--- config.mk ---
export PLATFORM = sky130hd
export DESIGN_NAME = piano_key_controller
export DESIGN_NICKNAME = d
export VERILOG_FILES = /design/src/rtl/piano_key_controller.sv
export SDC_FILE = /design/constraint.sdc
export NUM_CORES = 1
export LEC_CHECK = 0
export CORE_UTILIZATION = 30
export CTS_BUF_LIST = sky130_fd_sc_hd__clkbuf_16
export DETAILED_ROUTE_END_ITERATION = 6
export SLEW_MARGIN = 15
export SYNTH_ARGS = -nofsm -noshare
export SYNTH_HDL_FRONTEND = slang
export SYNTH_SLANG_ARGS = --single-unit
--- constraint.sdc ---
create_clock -name clk -period 5.15 [get_ports clk]
set_input_delay 0.7725 -clock clk [delete_from_list [all_inputs] [get_ports clk]]
set_output_delay 0.7725 -clock clk [all_outputs]
set_load 0.1 [all_outputs]
--- src/rtl/piano_key_controller.sv ---
`default_nettype none
// ----------------------------------------------------------------------------
// piano_key_controller: sync/debounce/stretch seven keys for display, and
// arbitrate them to one note sent to the tone generator over req/ack.
// Revision: 1.0
// ----------------------------------------------------------------------------
module piano_key_controller #(
  parameter int DEBOUNCE_CYCLES = 250000,
  parameter int MIN_HOLD_FRAMES = 6
) (
  input  logic       clk,
  input  logic       reset,
  input  logic [6:0] key_in,
  input  logic       frame_start,
  output logic [6:0] note_disp,
  output logic       tone_req,
  output logic [2:0] tone_note,
  output logic       tone_on,
  input  logic       tone_ack
);

  localparam int CW = $clog2(DEBOUNCE_CYCLES + 1);
  localparam int HW = $clog2(MIN_HOLD_FRAMES + 1);
  localparam logic [CW-1:0] c_deb_last  = CW'(DEBOUNCE_CYCLES - 1);
  localparam logic [HW-1:0] c_hold_init = HW'(MIN_HOLD_FRAMES);
  localparam logic [0:0]    c_st_idle   = 1'b0;
  localparam logic [0:0]    c_st_send   = 1'b1;

  logic [6:0]    sync1_q, sync1_d, sync2_q, sync2_d;
  logic [6:0]    deb_q, deb_d, deb_prev_q, deb_prev_d;
  logic [CW-1:0] cnt_q [7];
  logic [CW-1:0] cnt_d [7];
  logic [6:0]    pend_q, pend_d, disp_q, disp_d;
  logic [HW-1:0] hold_q [7];
  logic [HW-1:0] hold_d [7];
  logic [2:0]    cur_q, cur_d;
  logic          tgt_on_q, tgt_on_d;
  logic [0:0]    state_q, state_d;
  logic          req_q, req_d, on_q, on_d, sent_on_q, sent_on_d;
  logic [2:0]    note_q, note_d, sent_note_q, sent_note_d;

  logic [6:0]    deb_rise, deb_fall;
  logic          tgt_change;

  function automatic logic [2:0] lowest(input logic [6:0] v);
    logic [2:0] r;
    r = '0;
    for (int i = 6; i >= 0; i--) begin
      if (v[i]) r = 3'(i);
    end
    return r;
  endfunction

  assign deb_rise   = deb_q & ~deb_prev_q;
  assign deb_fall   = ~deb_q & deb_prev_q;
  assign tgt_change = (tgt_on_q != sent_on_q) || (tgt_on_q && (cur_q != sent_note_q));

  // Any mismatch between synced and debounced level advances the count; a
  // bounce back to the debounced level restarts it.
  always_comb begin
    sync1_d    = key_in;
    sync2_d    = sync1_q;
    deb_d      = deb_q;
    deb_prev_d = deb_q;
    for (int i = 0; i < 7; i++) begin
      cnt_d[i] = '0;
      if (sync2_q[i] != deb_q[i]) begin
        if (cnt_q[i] == c_deb_last) deb_d[i] = sync2_q[i];
        else                        cnt_d[i] = cnt_q[i] + CW'(1);
      end
    end
  end

  always_comb begin
    pend_d = deb_rise | (pend_q & ~{7{frame_start}});
    disp_d = disp_q;
    for (int i = 0; i < 7; i++) begin
      hold_d[i] = hold_q[i];
      if (frame_start) begin
        if (deb_q[i] || pend_q[i]) begin
          disp_d[i] = 1'b1;
          hold_d[i] = c_hold_init;
        end else if (hold_q[i] > HW'(1)) begin
          hold_d[i] = hold_q[i] - HW'(1);
        end else begin
          hold_d[i] = '0;
          disp_d[i] = 1'b0;
        end
      end
    end
  end

  always_comb begin
    cur_d    = cur_q;
    tgt_on_d = tgt_on_q;
    if (|deb_rise) begin
      cur_d    = lowest(deb_rise);
      tgt_on_d = 1'b1;
    end else if (deb_fall[cur_q]) begin
      if (|deb_q) cur_d    = lowest(deb_q);
      else        tgt_on_d = 1'b0;
    end
  end

  always_comb begin
    state_d = state_q;
    if (state_q == c_st_idle) begin
      if (tgt_change) state_d = c_st_send;
    end else begin
      if (tone_ack) state_d = c_st_idle;
    end
  end

  always_comb begin
    req_d       = req_q;
    note_d      = note_q;
    on_d        = on_q;
    sent_note_d = sent_note_q;
    sent_on_d   = sent_on_q;
    if (state_q == c_st_idle) begin
      if (tgt_change) begin
        note_d = cur_q;
        on_d   = tgt_on_q;
        req_d  = 1'b1;
      end
    end else if (tone_ack) begin
      sent_note_d = note_q;
      sent_on_d   = on_q;
      req_d       = 1'b0;
    end
  end

  always_ff @(posedge clk) begin
    if (reset) begin
      sync1_q     <= '0;
      sync2_q     <= '0;
      deb_q       <= '0;
      deb_prev_q  <= '0;
      pend_q      <= '0;
      disp_q      <= '0;
      cur_q       <= '0;
      tgt_on_q    <= 1'b0;
      state_q     <= c_st_idle;
      req_q       <= 1'b0;
      note_q      <= '0;
      on_q        <= 1'b0;
      sent_note_q <= '0;
      sent_on_q   <= 1'b0;
      for (int i = 0; i < 7; i++) begin
        cnt_q[i]  <= '0;
        hold_q[i] <= '0;
      end
    end else begin
      sync1_q     <= sync1_d;
      sync2_q     <= sync2_d;
      deb_q       <= deb_d;
      deb_prev_q  <= deb_prev_d;
      pend_q      <= pend_d;
      disp_q      <= disp_d;
      cur_q       <= cur_d;
      tgt_on_q    <= tgt_on_d;
      state_q     <= state_d;
      req_q       <= req_d;
      note_q      <= note_d;
      on_q        <= on_d;
      sent_note_q <= sent_note_d;
      sent_on_q   <= sent_on_d;
      for (int i = 0; i < 7; i++) begin
        cnt_q[i]  <= cnt_d[i];
        hold_q[i] <= hold_d[i];
      end
    end
  end

  assign note_disp = disp_q;
  assign tone_req  = req_q;
  assign tone_note = note_q;
  assign tone_on   = on_q;

endmodule
`default_nettype wire

# --- Word-level counts from Yosys, hierarchy flattened ---
# Memories as Yosys holds them, arrays and structs flattened.
# Index checks and enable logic that the tools add are counted.
word_totals:
  output_inout_bits: 12
  input_bits: 11
  wordCells: 224
  n_memories: 2
  ram_bits: 147
  reg_bits: 56
op_classes:
  bitwise_logic: 22
  n_mux: 94
  addsub: 14
  magnitude_cmp: 8
  n_eq_ne: 25
  reduce_logical: 33
mem_list:
  columns: ["name", "words", "word_bits", "rd", "rd_clocked_by_memory_dff", "write_ports", "line", "rtl"]
  rows:
  - ["cnt_q", 7, 18, 7, 0, 7, "31", "logic [CW-1:0] cnt_q [7];"]
  - ["hold_q", 7, 3, 7, 0, 7, "34", "logic [HW-1:0] hold_q [7];"]
op_table:
  columns: ["cell", "count"]
  rows:
  - ["18-bit 2-to-1 mux", 21]
  - ["3-bit 2-to-1 mux", 45]
  - ["18-bit by 1-bit adder with 18-bit output, second input constant", 7]
  - ["18-bit == test, second input constant", 7]
  - ["2-bit AND reduction", 19]
  - ["1-bit 2-to-1 mux", 27]
  - ["7-bit bitwise AND", 3]
  - ["3-bit by 1-bit > comparator with 1-bit output, second input constant", 7]
  - ["7-bit NOT", 3]
  - ["3-bit by 1-bit subtractor with 3-bit output, second input constant", 7]
  - ["2-bit != test, second input constant", 9]
  - ["1-bit OR", 14]
  - ["7-bit OR reduction", 2]
  - ["1-bit logical OR", 8]
  - ["1-bit != test", 8]
  - ["7-bit OR", 1]
  - ["2-bit nonzero test", 3]
  - ["3-bit by 4-bit less-than comparator with 1-bit output, second input constant", 1]
  - ["1-bit binary-select mux with 3-bit select", 1]
  - ["3-bit != test", 1]
  - ["1-bit logical AND", 1]
  - ["1-bit NOT", 1]

# --- Longest topological paths before layout ---
# Gate-level depths: netlist (run 1).
depth:
  word_depth: 10
  depth_mapped: 8
  ltp_nobuf: 7

# --- Least setup slack after synthesis (run 1) ---
# OpenSTA, ideal clock, no wires.
synth_path:
  path_type: "register to register"
  from: "register cur_q[1]"
  to: "register cur_q[2]"
  slack_ns: 3.329
  t_arrival_ns: 1.700
  setup_time_ns: 0.121
  required_time_ns: 5.029
  path_stages_with_launch: 7
  cell_sequence: "dfxtp_1 buf_2 and4b_1 or4_4 o211ai_4 nand2_2 mux2_4"
synth_between:
  elab_chain_len: 4
synth_rtl:
  columns: ["element", "line", "rtl"]
  rows:
  - ["start: declaration", "36", "logic [2:0] cur_q, cur_d;"]
  - ["start signal: assignment", "160", "cur_q <= cur_d;"]
  - ["1-bit binary-select mux with 3-bit select", "99", "end else if (deb_fall[cur_q]) begin"]
  - ["1-bit 2-to-1 mux (not written as such)", "99", null]
  - ["2-bit nonzero test (no source line)", null, null]
  - ["2-bit AND reduction (no source line)", null, null]
# No other way between the ends. The select of a mux whose other input is x is not followed.
# A chain may end at the register's enable or synchronous reset.

# --- Final worst setup path (run 1) ---
layout_path:
  from: "register note_q[1] (netlist: tone_note[1])"
  to: "output port tone_note[1]"
layout_lines:
  columns: ["element", "line", "rtl"]
  rows:
  - ["start: declaration", "40", "logic [2:0] note_q, note_d, sent_note_q, sent_note_d;"]
  - ["start signal: assignment", "164", "note_q <= note_d;"]
  - ["end: declaration", "17", "output logic [2:0] tone_note,"]
# No word-level cell between the ends.

==> results of run 1 <==
[cell type report]
type | count | area (µm²) | share of cell area
flip-flops and latches | 203 | 4060 | 0.407
clock inverters | 15 | 98.8 | 0.00989
well taps | 384 | 480 | 0.0481
inverters | 36 | 135 | 0.0135
clock buffers | 22 | 551 | 0.0551
multi-input cells | 742 | 4430 | 0.443
repair buffers | 24 | 233 | 0.0233
[metal layers]
metal,vias up,GRT usage,share of wire
met4,0,0.0350,0.022
met2,52,0.179,0.45
li1,3407,-,-
met1,2955,0.142,0.50
met5,-,0,0
met3,27,0.0202,0.036
[metrics by stage]
stage               total power, mW  hold slack [ps]
CTS                            3.23              443
global route                   3.32              454
global placement               1.77              425
finish                         3.17              437
detailed placement             1.78              428
floorplan                      1.74              413
[final timing paths]
path	endpoint	slack, ps
hold reg to reg	cnt_q[1][0]	440
setup / recovery	tone_note[1]	2320
setup reg to reg	cur_q[2]	2990
hold / removal	cnt_q[1][0]	440
[power by group]
| part | internal (mW) | leakage [nW] | switching (mW) |
|---|---|---|---|
| registers | 1.59 | 1.64 | 0.0176 |
| logic | 0.0580 | 1.29 | 0.0722 |
| clock network | 0.821 | 0.350 | 0.612 |
[Yosys cell counts, types with 17 or more instances]
master / count / area, µm²
dfxtp_1: 203 / 4060
nor2_1: 202 / 758
nand2_1: 68 / 255
xnor2_1: 67 / 587
xor2_1: 55 / 482
nand3_1: 53 / 265
inv_1: 36 / 135
nor3_1: 31 / 155
nand4_1: 30 / 188
nor2b_1: 30 / 188
a21oi_1: 23 / 115
nand2b_1: 23 / 144
ha_1: 21 / 263
o21ai_0: 19 / 95.1
clkbuf_1: 17 / 63.8
[registers in the layout, indices dropped and copies added (netlist names), 3 cells and up]
signal and flops:
cnt_q 126, cur_q 3, deb_prev_d 7, deb_prev_q 7
hold_q 21, note_disp 7, pend_q 7, sent_note_q 3
sync1_q 7, sync2_q 7, tone_note 3
[kinds of logic (layout without fill, tap and decap cells)]
group	Yosys count	count (layout)	synth area share
flops	203	203	0.462
simple gates	506	506	0.279
mux	11	11	0.0131
compound gates	82	82	0.0601
xor+xnor	122	122	0.122
fa+ha+maj	21	21	0.0299
buf+inv	72	97	0.0335
[placed cells by master, fill, tap and decap left out, types with 23 or more instances in the layout]
master	instances
xnor2_1	67
nor2_1	202
nand2_1	68
a21oi_1	23
nand2b_1	23
xor2_1	55
nand4_1	30
nor3_1	31
nand3_1	53
dfxtp_1	203
nor2b_1	30
inv_1	44
==> results_dict.tcl, run 1 <==
set metrics [dict create \
    status "finished, final reports clean" \
    ys_seq_area_frac 0.462 \
    tns_ps 0 \
    min_period_ps 2830 \
    antenna_found_initial 0 \
    cts_setup_buffers 0 \
    drtIter0Drc 298 \
    dp.cells 1389 \
    cts-buffers-inserted 22 \
    synthesis.area_um2 8790 \
    grt_setup_unrepaired "false" \
    coreArea_um2 28800 \
    crit_path_max_fanout 3 \
    placed_area_um2 9340 \
    cts_root_buf "clkbuf_16" \
    dp_hpwl_um 10500 \
    clk_pin_slew_ps 60 \
    synth_cell_type_count 46 \
    grt_max_degree 86 \
    wirelength_um 15900 \
    cp.arrival_ps 2060 \
    clkSinkCount 203 \
    worst_pin_slew_ps 1050 \
    hold_start "cnt_q[1][0]" \
    final_nets 1061 \
    synthToLayoutAreaGrowth_pct 13.7 \
    setup_ws_ps 2320 \
    critPathLaunch "tone_note[1]" \
    hold_viol 0 \
    start_kind "flop" \
    post-route-period-util 0.550 \
    critPathTopFamily "buffers and inverters" \
    skew_ps 22.1 \
    drive_above_1_share 0.0326 \
    viasPerCell 4.52 \
    initial_core_util 0.305 \
    critPathBufInv 1 \
    cp.depth 1 \
    worstSkewPairLatency_ps 520 \
    overflow 0 \
    critPathKind "flop to primary output" \
    stdcell_count 1426 \
    clockBufferDepth 3 \
    antenna_cells 0 \
    synth_seq_cells 203 \
    core.rowCount 62 \
    setup_viol 0 \
    cts_hold_buf 0 \
    gp_congestion 0.780 \
    fin_util 0.347 \
    synth_ff_type "dfxtp_1" \
    grt_pass1_wl_um 28200 \
    via_count 6441 \
    timing.fmax_mhz 353 \
    ctsHtreeMaxLevel 1 \
    design_area_um2 9990 \
    max-vdd-ir-drop_v 0.000229 \
    dr.pass1.iters 4 \
    setup.worst_path.end_class "primary output" \
    critPathMaxStageDelay_ps 1200 \
    grtUsageTotal 0.108 \
    power_density_nw_per_um2 318 \
    cts-resized-gates 0 \
    power.leakage_nw 3.28 \
    min_path_type "flop to flop" \
    hold_depth 1 \
    slew_headroom 0.297 \
    crit_chain "clkdlybuf4s50_1" \
    ys_async_sr_fraction 0 \
    synth-edff-count 0 \
    drv_cap 0 \
    drc_errors 0 \
    ios 23 \
    rr_worst_depth 5 \
    drv_slew 0 \
    wl_per_cell_um 11.2 \
    die_h_um 173 \
    dieArea_um2 30000 \
    cp.required_ps 4380 \
    die_w_um 173 \
    avgSynthCellArea_um2 8.64 \
    place_ws_ps 2060 \
    yosysWarnings 0 \
    synthCells 1017 \
    fill_cells 2936 \
    syn_nets 1049 \
    cpMaxStageDelayCell "clkdlybuf4s50_1" \
    port_buffers 22 \
    grt_pass1_vias 6119 \
    cts_tree "built" \
    reg2reg_from "deb_prev_d[3]" \
    antenna_left 0 \
]
No activity file was read; power rests on OpenSTA's default activity.
==> inputs of run 2 (changes only) <==
clock period = 2.4 ns   (was 5.15 ns; I/O delays follow)
==> results_dict.tcl, run 2 (synthesis gave the netlist of run 1 again) <==
set metrics [dict create \
    cts-resized-gates 0 \
    cts_hold_buf 0 \
    top_regs "cnt_q x126, hold_q x21" \
    min_path_type "input pin to flop" \
    critPathKind "flop to flop" \
    post-route-period-util 0.817 \
    status "finished, final reports clean" \
    grt_pass1_vias 6096 \
    drtIter0Drc 317 \
    max-vdd-ir-drop_v 0.000400 \
    ctsHtreeMaxLevel 1 \
    grtUsageTotal 0.107 \
    overflow 0 \
    initial_core_util 0.305 \
    min_period_ps 1960 \
    fin_util 0.351 \
    cts_root_buf "clkbuf_16" \
    slew_headroom 0.606 \
    dr.pass1.iters 4 \
    design_area_um2 10100 \
    clockBufferDepth 3 \
    wl_per_cell_um 11.1 \
    final_common_cell "dfxtp_1" \
    cp.arrival_ps 2340 \
    antenna_cells 0 \
    critPathMaxStageDelay_ps 570 \
    power_density_nw_per_um2 694 \
    skew_ps 11.2 \
    hold_start "reset" \
    drv_slew 0 \
    largest_register_ffs 126 \
    cpMaxStageDelayCell "or4_4" \
    crit_chain "nor4bb_1 > or4_4 > o211ai_4 > nand2_2 > mux2_4" \
    dp_hpwl_um 10700 \
    gp_congestion 0.765 \
    placed_area_um2 9390 \
    ios 23 \
    power.leakage_nw 3.37 \
    die_w_um 173 \
    wirelength_um 16000 \
    viasPerCell 4.48 \
    cp.required_ps 2780 \
    clkSinkCount 203 \
    tns_ps 0 \
    final_nets 1071 \
    start_kind "flop" \
    setup_viol 0 \
    hold_viol 0 \
    holdPathEnd "deb_prev_d[2]" \
    cts_tree "built" \
    setup.worst_path.end_class "flop" \
    synthToLayoutAreaGrowth_pct 14.8 \
    worst_pin_slew_ps 591 \
    die_h_um 173 \
    r2r_end "cur_q[2]" \
    whs_ps 313 \
    crit_path_max_fanout 10 \
    rrSetupSlack_ps 440 \
    largest_register "cnt_q" \
    core.rowCount 62 \
    coreArea_um2 28800 \
    grt_pass1_wl_um 27900 \
    grt_setup_unrepaired "false" \
    cts_setup_buffers 0 \
    rr_worst_depth 5 \
    worstSkewPairLatency_ps 490 \
    drv_cap 0 \
    hold_depth 2 \
    dieArea_um2 30000 \
    reg2reg_from "deb_prev_d[1]" \
    layout_common_cells "dfxtp_1, nor2_1, nand2_1, xnor2_1, xor2_1" \
    via_count 6441 \
    timing.fmax_mhz 510 \
    clk_pin_slew_ps 60 \
    antenna_left 0 \
    port_buffers 22 \
    drive_above_1_share 0.0551 \
    cts-buffers-inserted 23 \
    drc_errors 0 \
    antenna_found_initial 0 \
    grt_max_degree 50 \
]
[run 2: worst max path at each step]
stage	depth (start not counted)	startpoint	slack [ps]	endpoint
2_1_floorplan	6	cur_q[1]	580	cur_q[2]
3_3_place_gp	6	frame_start	410	hold_q[4][2]
3_5_place_dp	6	frame_start	340	hold_q[2][2]
4_1_cts	5	deb_prev_d[1]	430	cur_q[2]
5_1_grt	6	cnt_q[4][0]	270	cnt_q[4][4]
6_report	5	deb_prev_d[1]	440	cur_q[2]
[run 2: power breakdown]
part	total, mW	switching (mW)	leakage, nW	internal [mW]
Combinational	0.283	0.154	1.36	0.129
Sequential	3.46	0.0376	1.64	3.42
Clock	3.27	1.33	0.364	1.94
[run 2: cell type report]
cell class                      count  area (µm²)
Sequential cell                   203        4060
Clock buffer                       23         576
Clock inverter                     16         121
Multi-Input combinational cell    742        4430
Fill cell                        2962       18700
Timing Repair Buffer               33         283
Inverter                           36         135
Tap cell                          384         480
[run 2: per-layer routing]
metal,vias to the layer above,global-route usage,share of wire
met5,-,0,0
met4,0,0.0332,0.020
met3,26,0.0185,0.034
li1,3435,-,-
met2,58,0.177,0.44
met1,2922,0.142,0.51
[run 2: worst max-delay path: cells and delay by family, from the launching register on]
family             cells  cell delay [ps]
muxes                  1              300
AOI/OAI and AO/OA      1              220
and+or+nand+nor        3              770
DFF                    1              540
[run 2: metrics by stage]
stage	std cells	setup slack, ps	power [mW]
final	1437	438	7.00
after global routing	1437	273	7.30
after CTS	1437	428	7.12
after detailed placement	1398	340	3.81
after global placement	1398	407	3.81
after floorplan	1017	579	3.74
